**src/rtl/mix_columns_iter_if.sv**
```systemverilog
// Handshake bundle for the iterative MixColumns stage: an input state channel and an
// output state channel, each with its own valid/ready pair.
interface mix_columns_iter_if;
  logic         in_valid;
  logic         in_ready;
  logic [127:0] in_data;
  logic         in_bypass;
  logic         out_valid;
  logic         out_ready;
  logic [127:0] out_data;

  modport master (
    output in_valid, in_data, in_bypass, out_ready,
    input  in_ready, out_valid, out_data
  );

  modport slave (
    input  in_valid, in_data, in_bypass, out_ready,
    output in_ready, out_valid, out_data
  );
endinterface

```
**src/rtl/mix_columns_iter.sv**
```systemverilog
// Iterative AES (Inv)MixColumns: one column per clock through a shared column multiplier,
// with a per-transaction bypass for the final round.
module mix_columns_iter #(
  parameter bit INVERSE = 1'b0
) (
  input logic             clk,
  input logic             rst_n,
  mix_columns_iter_if.slave bus
);

  typedef enum logic [1:0] {StIdle, StCalc, StHold} state_e;

  state_e       state_q;
  logic [1:0]   col_q;
  logic [127:0] data_q;
  logic         in_ready_q;
  logic         out_valid_q;

  logic [31:0]  col_in;
  logic [31:0]  col_out;
  logic [127:0] data_mixed;

  function automatic logic [7:0] xtime(input logic [7:0] x);
    return {x[6:0], 1'b0} ^ (x[7] ? 8'h1b : 8'h00);
  endfunction

  // Constant multiplier (k < 16) built from the xtime chain x, 2x, 4x, 8x.
  function automatic logic [7:0] gf_mul(input logic [7:0] x, input logic [3:0] k);
    logic [7:0] x2, x4, x8;
    x2 = xtime(x);
    x4 = xtime(x2);
    x8 = xtime(x4);
    return (k[0] ? x : 8'h00) ^ (k[1] ? x2 : 8'h00) ^
           (k[2] ? x4 : 8'h00) ^ (k[3] ? x8 : 8'h00);
  endfunction

  // Top matrix row applied to (p, q, r, s); the other rows reuse it with rotated inputs.
  function automatic logic [7:0] row_mix(input logic [7:0] p, input logic [7:0] q,
                                         input logic [7:0] r, input logic [7:0] s);
    if (INVERSE) begin
      return gf_mul(p, 4'he) ^ gf_mul(q, 4'hb) ^ gf_mul(r, 4'hd) ^ gf_mul(s, 4'h9);
    end
    return gf_mul(p, 4'h2) ^ gf_mul(q, 4'h3) ^ r ^ s;
  endfunction

  function automatic logic [31:0] mix_col(input logic [31:0] c);
    logic [7:0] a0, a1, a2, a3;
    {a0, a1, a2, a3} = c;
    return {row_mix(a0, a1, a2, a3), row_mix(a1, a2, a3, a0),
            row_mix(a2, a3, a0, a1), row_mix(a3, a0, a1, a2)};
  endfunction

  always_comb begin
    col_in     = 32'h0;
    data_mixed = data_q;
    unique case (col_q)
      2'd0: col_in = data_q[127:96];
      2'd1: col_in = data_q[95:64];
      2'd2: col_in = data_q[63:32];
      2'd3: col_in = data_q[31:0];
      default: col_in = 32'h0;
    endcase
    col_out = mix_col(col_in);
    unique case (col_q)
      2'd0: data_mixed[127:96] = col_out;
      2'd1: data_mixed[95:64]  = col_out;
      2'd2: data_mixed[63:32]  = col_out;
      2'd3: data_mixed[31:0]   = col_out;
      default: data_mixed = data_q;
    endcase
  end

  always_ff @(posedge clk or negedge rst_n) begin
    if (!rst_n) begin
      state_q     <= StIdle;
      col_q       <= 2'd0;
      data_q      <= 128'h0;
      in_ready_q  <= 1'b1;
      out_valid_q <= 1'b0;
    end else begin
      unique case (state_q)
        StIdle: begin
          if (bus.in_valid) begin
            data_q     <= bus.in_data;
            in_ready_q <= 1'b0;
            col_q      <= 2'd0;
            if (bus.in_bypass) begin
              state_q     <= StHold;
              out_valid_q <= 1'b1;
            end else begin
              state_q <= StCalc;
            end
          end
        end
        StCalc: begin
          data_q <= data_mixed;
          col_q  <= col_q + 2'd1;
          if (col_q == 2'd3) begin
            state_q     <= StHold;
            out_valid_q <= 1'b1;
          end
        end
        StHold: begin
          if (bus.out_ready) begin
            state_q     <= StIdle;
            out_valid_q <= 1'b0;
            in_ready_q  <= 1'b1;
          end
        end
        default: state_q <= StIdle;
      endcase
    end
  end

  assign bus.in_ready  = in_ready_q;
  assign bus.out_valid = out_valid_q;
  assign bus.out_data  = data_q;

endmodule

```
**src/flat_wrapper.sv**
```systemverilog
// flat-port wrapper written by rule: the top's interface ports become plain ports
module mix_columns_iter_flat 
#(
  parameter bit INVERSE = 1'b0
)
  (clk, rst_n, bus_in_valid, bus_in_data, bus_in_bypass, bus_out_ready, bus_in_ready, bus_out_valid, bus_out_data);
  mix_columns_iter_if bus_i ();
  input logic clk;
  input logic rst_n;
  input wire logic [$bits(bus_i.in_valid)-1:0] bus_in_valid;
  input wire logic [$bits(bus_i.in_data)-1:0] bus_in_data;
  input wire logic [$bits(bus_i.in_bypass)-1:0] bus_in_bypass;
  input wire logic [$bits(bus_i.out_ready)-1:0] bus_out_ready;
  output wire logic [$bits(bus_i.in_ready)-1:0] bus_in_ready;
  output wire logic [$bits(bus_i.out_valid)-1:0] bus_out_valid;
  output wire logic [$bits(bus_i.out_data)-1:0] bus_out_data;
  assign bus_i.in_valid = bus_in_valid;
  assign bus_i.in_data = bus_in_data;
  assign bus_i.in_bypass = bus_in_bypass;
  assign bus_i.out_ready = bus_out_ready;
  assign bus_in_ready = bus_i.in_ready;
  assign bus_out_valid = bus_i.out_valid;
  assign bus_out_data = bus_i.out_data;
  mix_columns_iter #(.INVERSE(INVERSE)) u_core (.clk(clk), .rst_n(rst_n), .bus(bus_i));
endmodule
```
**config.mk**
```make
export PLATFORM = sky130hd
export DESIGN_NAME = mix_columns_iter_flat
export DESIGN_NICKNAME = d
export VERILOG_FILES = /design/src/rtl/mix_columns_iter_if.sv /design/src/rtl/mix_columns_iter.sv /design/src/flat_wrapper.sv
export SDC_FILE = /design/constraint.sdc
export NUM_CORES = 1
export LEC_CHECK = 0
export CORE_UTILIZATION = 44
export CTS_CLUSTER_DIAMETER = 60
export CTS_CLUSTER_SIZE = 40
export DETAILED_ROUTE_END_ITERATION = 16
export GPL_ROUTABILITY_DRIVEN = 0
export PLACE_DENSITY = 0.81
export SLEW_MARGIN = 20
export SYNTH_ARGS = -nofsm -noshare
export SYNTH_HDL_FRONTEND = slang
export SYNTH_SLANG_ARGS = --single-unit
```
**constraint.sdc**
```tcl
create_clock -name clk -period 2.86 [get_ports clk]
set_input_delay 0.572 -clock clk [delete_from_list [all_inputs] [get_ports clk]]
set_output_delay 0.572 -clock clk [all_outputs]
set_load 0.03 [all_outputs]
```
==> flow_metrics.tcl <==
set metrics [dict create \
    clk_pin_slew_worst_paths_ns 0.06 \
    netlist_area_um2 9000 \
    stdcell_area_um2 13300 \
    tightest_slew_ns 0.767 \
    slew-limit-headroom 0.485 \
    synth_flop_cell "dfrtp_1" \
    drive_gt1_frac 0.160 \
    ys_seq_elements 134 \
    hp-class "in -> async" \
    worstSetupStartpointType "flip-flop" \
    dieWidth_um 145 \
    fillers 1522 \
    clockBufferDepth 2 \
    clkLatencyLatePin_ns 0.43 \
    cp.arrival_ns 3.16 \
    drtIter0Drc 1192 \
    layout_common_cells "261 x clkdlybuf4s50_1, 133 x dfrtp_1, 102 x buf_4" \
    synth_nets 1096 \
    core_um2 19800 \
    root_buffer "clkbuf_16" \
    path_class "reg -> reg" \
    grt_pass1_wl_um 56000 \
    grt_overflow 0 \
    port_buffers 262 \
    ys_async_sr_fraction 1.00 \
    drcViolationCount 0 \
    ioPinCount 263 \
    die_area_um2 21000 \
    cts_buffers 17 \
    final_common_cell "clkdlybuf4s50_1" \
    track_usage 0.348 \
    grt_pass1_vias 9436 \
    synth_cells 958 \
    vias 9615 \
    holdWs_ns 0.0429 \
    cap_violations 0 \
    period_share 0.997 \
    fmax_mhz 351 \
    yosysWarnings 0 \
    wirelength_um 37200 \
    finalClockSkew_ns 0.00951 \
    placed_area_um2 12400 \
    path_max_fanout 17 \
    htreeDepth 4 \
    required_ns 3.17 \
    period_needed_ns 2.85 \
    dr.pass1.iters 9 \
    start_util 0.455 \
    drv_slew 0 \
    tritoncts "done" \
    setup_viol 0 \
    num_rows 51 \
    grt_max_degree 67 \
    fin_nets 1403 \
    synth_edf_count 0 \
    synth.distinct_cells 52 \
    area_delta_synth_final_pct 48.1 \
    cts_hold_buf 0 \
    antenna_left 0 \
    avgViaCountPerCell 6.22 \
    post_drt_wl_per_cell_um 24.1 \
    clock_sinks 134 \
    hpwl_um 26400 \
    yosysSeqAreaShare 0.373 \
    finalHoldViolCount 0 \
    status "complete, no violations" \
    die_h_um 145 \
    rsz0062_at_grt "yes" \
    cp-end-kind "flip-flop" \
    antenna_found_initial 2 \
    synth.avg_cell_area_um2 9.40 \
]
[cell usage after synthesis (2+ instances only)]
library cell,count,share of area
a221oi_1,4,0.0039
nand2b_1,6,0.0042
a21oi_1,91,0.051
o211ai_1,6,0.0050
o21ai_0,11,0.0061
mux2i_1,16,0.018
a222oi_1,32,0.036
inv_1,3,0.0013
nor2_1,94,0.039
clkbuf_1,68,0.028
ha_1,5,0.0069
xor3_1,3,0.0079
nand2_1,58,0.024
nor2b_1,2,0.0014
o21ai_2,10,0.0097
dfrtp_1,133,0.37
or2_2,9,0.0063
xnor3_1,11,0.028
xor2_1,51,0.050
mux2_2,4,0.0050
nor3b_1,3,0.0025
or3_1,3,0.0021
buf_6,4,0.0050
nor3_1,2,0.0011
o311ai_1,2,0.0019
and3_1,65,0.045
a221o_1,59,0.066
o31ai_1,10,0.0083
a21o_1,13,0.011
and2_1,3,0.0021
nand3_1,7,0.0039
buf_1,6,0.0025
o221a_1,4,0.0050
xnor2_1,103,0.10
buf_2,5,0.0028
o21ai_1,17,0.0094
a41oi_1,4,0.0039
o22ai_1,15,0.010
nor4_1,3,0.0021
[worst max-delay path, cell delays in order (launching register included)]
cell	delay, ns
dfrtp_1	0.41
inv_2	0.07
ha_2	0.20
buf_6	0.17
a222oi_1	0.44
xnor2_1	0.36
mux2i_1	0.36
nand2_1	0.18
and3_1	0.21
or3_1	0.33
[metrics by stage]
stage / utilization / TNS, ns / std cells / setup slack [ns]
finish: 0.674 / 0 / 1545 / 0.00767
global route: 0.674 / -0.594 / 1545 / -0.0907
CTS: 0.662 / -0.178 / 1531 / -0.0319
detailed placement: 0.627 / -1.12 / 1495 / -0.142
global placement: 0.627 / -0.156 / 1495 / -0.0352
floorplan: - / 0 / 958 / 0.0871
[registers in the layout (all words and copies together) (netlist names)]
signal,flops
u_core.bus.out_valid,1
u_core.state_q,2
u_core.col_q,2
u_core.bus.in_ready,1
u_core.bus.out_data,128
[kinds of logic (layout without fill, tap and decap cells)]
logic type                 count (synthesis)  count (layout)  share of synthesized area
DFF                                      134             134                      0.373
adders and majority gates                  5               5                    0.00695
other                                      0               2                          0
muxes                                     21              21                     0.0240
buffers and inverters                     87             407                     0.0403
and+or+nand+nor                          255             255                      0.134
xor gates and xnor gates                 169             169                      0.187
AOI/OAI and AO/OA                        287             287                      0.235
[per-layer routing]
metal	vias to the layer above	global-route usage	part of all wire
li1	4147	-	-
met1	4638	0.460	0.40
met2	719	0.534	0.45
met3	111	0.0987	0.12
met4	0	0.142	0.034
met5	-	0	0
[worst paths after layout]
path / cells past startpoint / slack (ns) / to / start
max: 9 / 0.008 / u_core.bus.out_data[89]$_DFFE_PN0P_ / u_core.col_q[0]$_DFFE_PN0P_
min: 1 / 0.04 / u_core.bus.out_data[8]$_DFFE_PN0P_ / rst_n
max reg2reg: 9 / 0.008 / u_core.bus.out_data[89]$_DFFE_PN0P_ / u_core.col_q[0]$_DFFE_PN0P_
min in group clk: 2 / 0.52 / u_core.bus.out_valid$_DFFE_PN0P_ / u_core.bus.out_valid$_DFFE_PN0P_
max in group asynchronous: 2 / 2.13 / u_core.bus.out_data[36]$_DFFE_PN0P_ / rst_n
min reg2reg: 2 / 0.52 / u_core.bus.out_valid$_DFFE_PN0P_ / u_core.bus.out_valid$_DFFE_PN0P_
[area by class of cell]
type,instances,area (um^2),area share
inverter,4,15.0,0.00113
multi-input combinational,737,5490,0.411
clock buffer,18,439,0.0329
timing repair buffer,371,3510,0.263
tap,265,332,0.0249
antenna,2,5.00,0.000375
sequential,134,3350,0.252
clock inverter,14,198,0.0148
[timing repair]
| action | in CTS | in global routing |
|---|---|---|
| pin swaps | 5 | 12 |
| cloned | 0 | 0 |
| setup buffers | 4 | 12 |
| gates resized for setup | 6 | 29 |
| endpoints found under the setup margin | 43 | 117 |
Power is left out: the tool's default activity adds up to more than one toggle a clock period on the data nets, which glitch-free logic cannot reach.
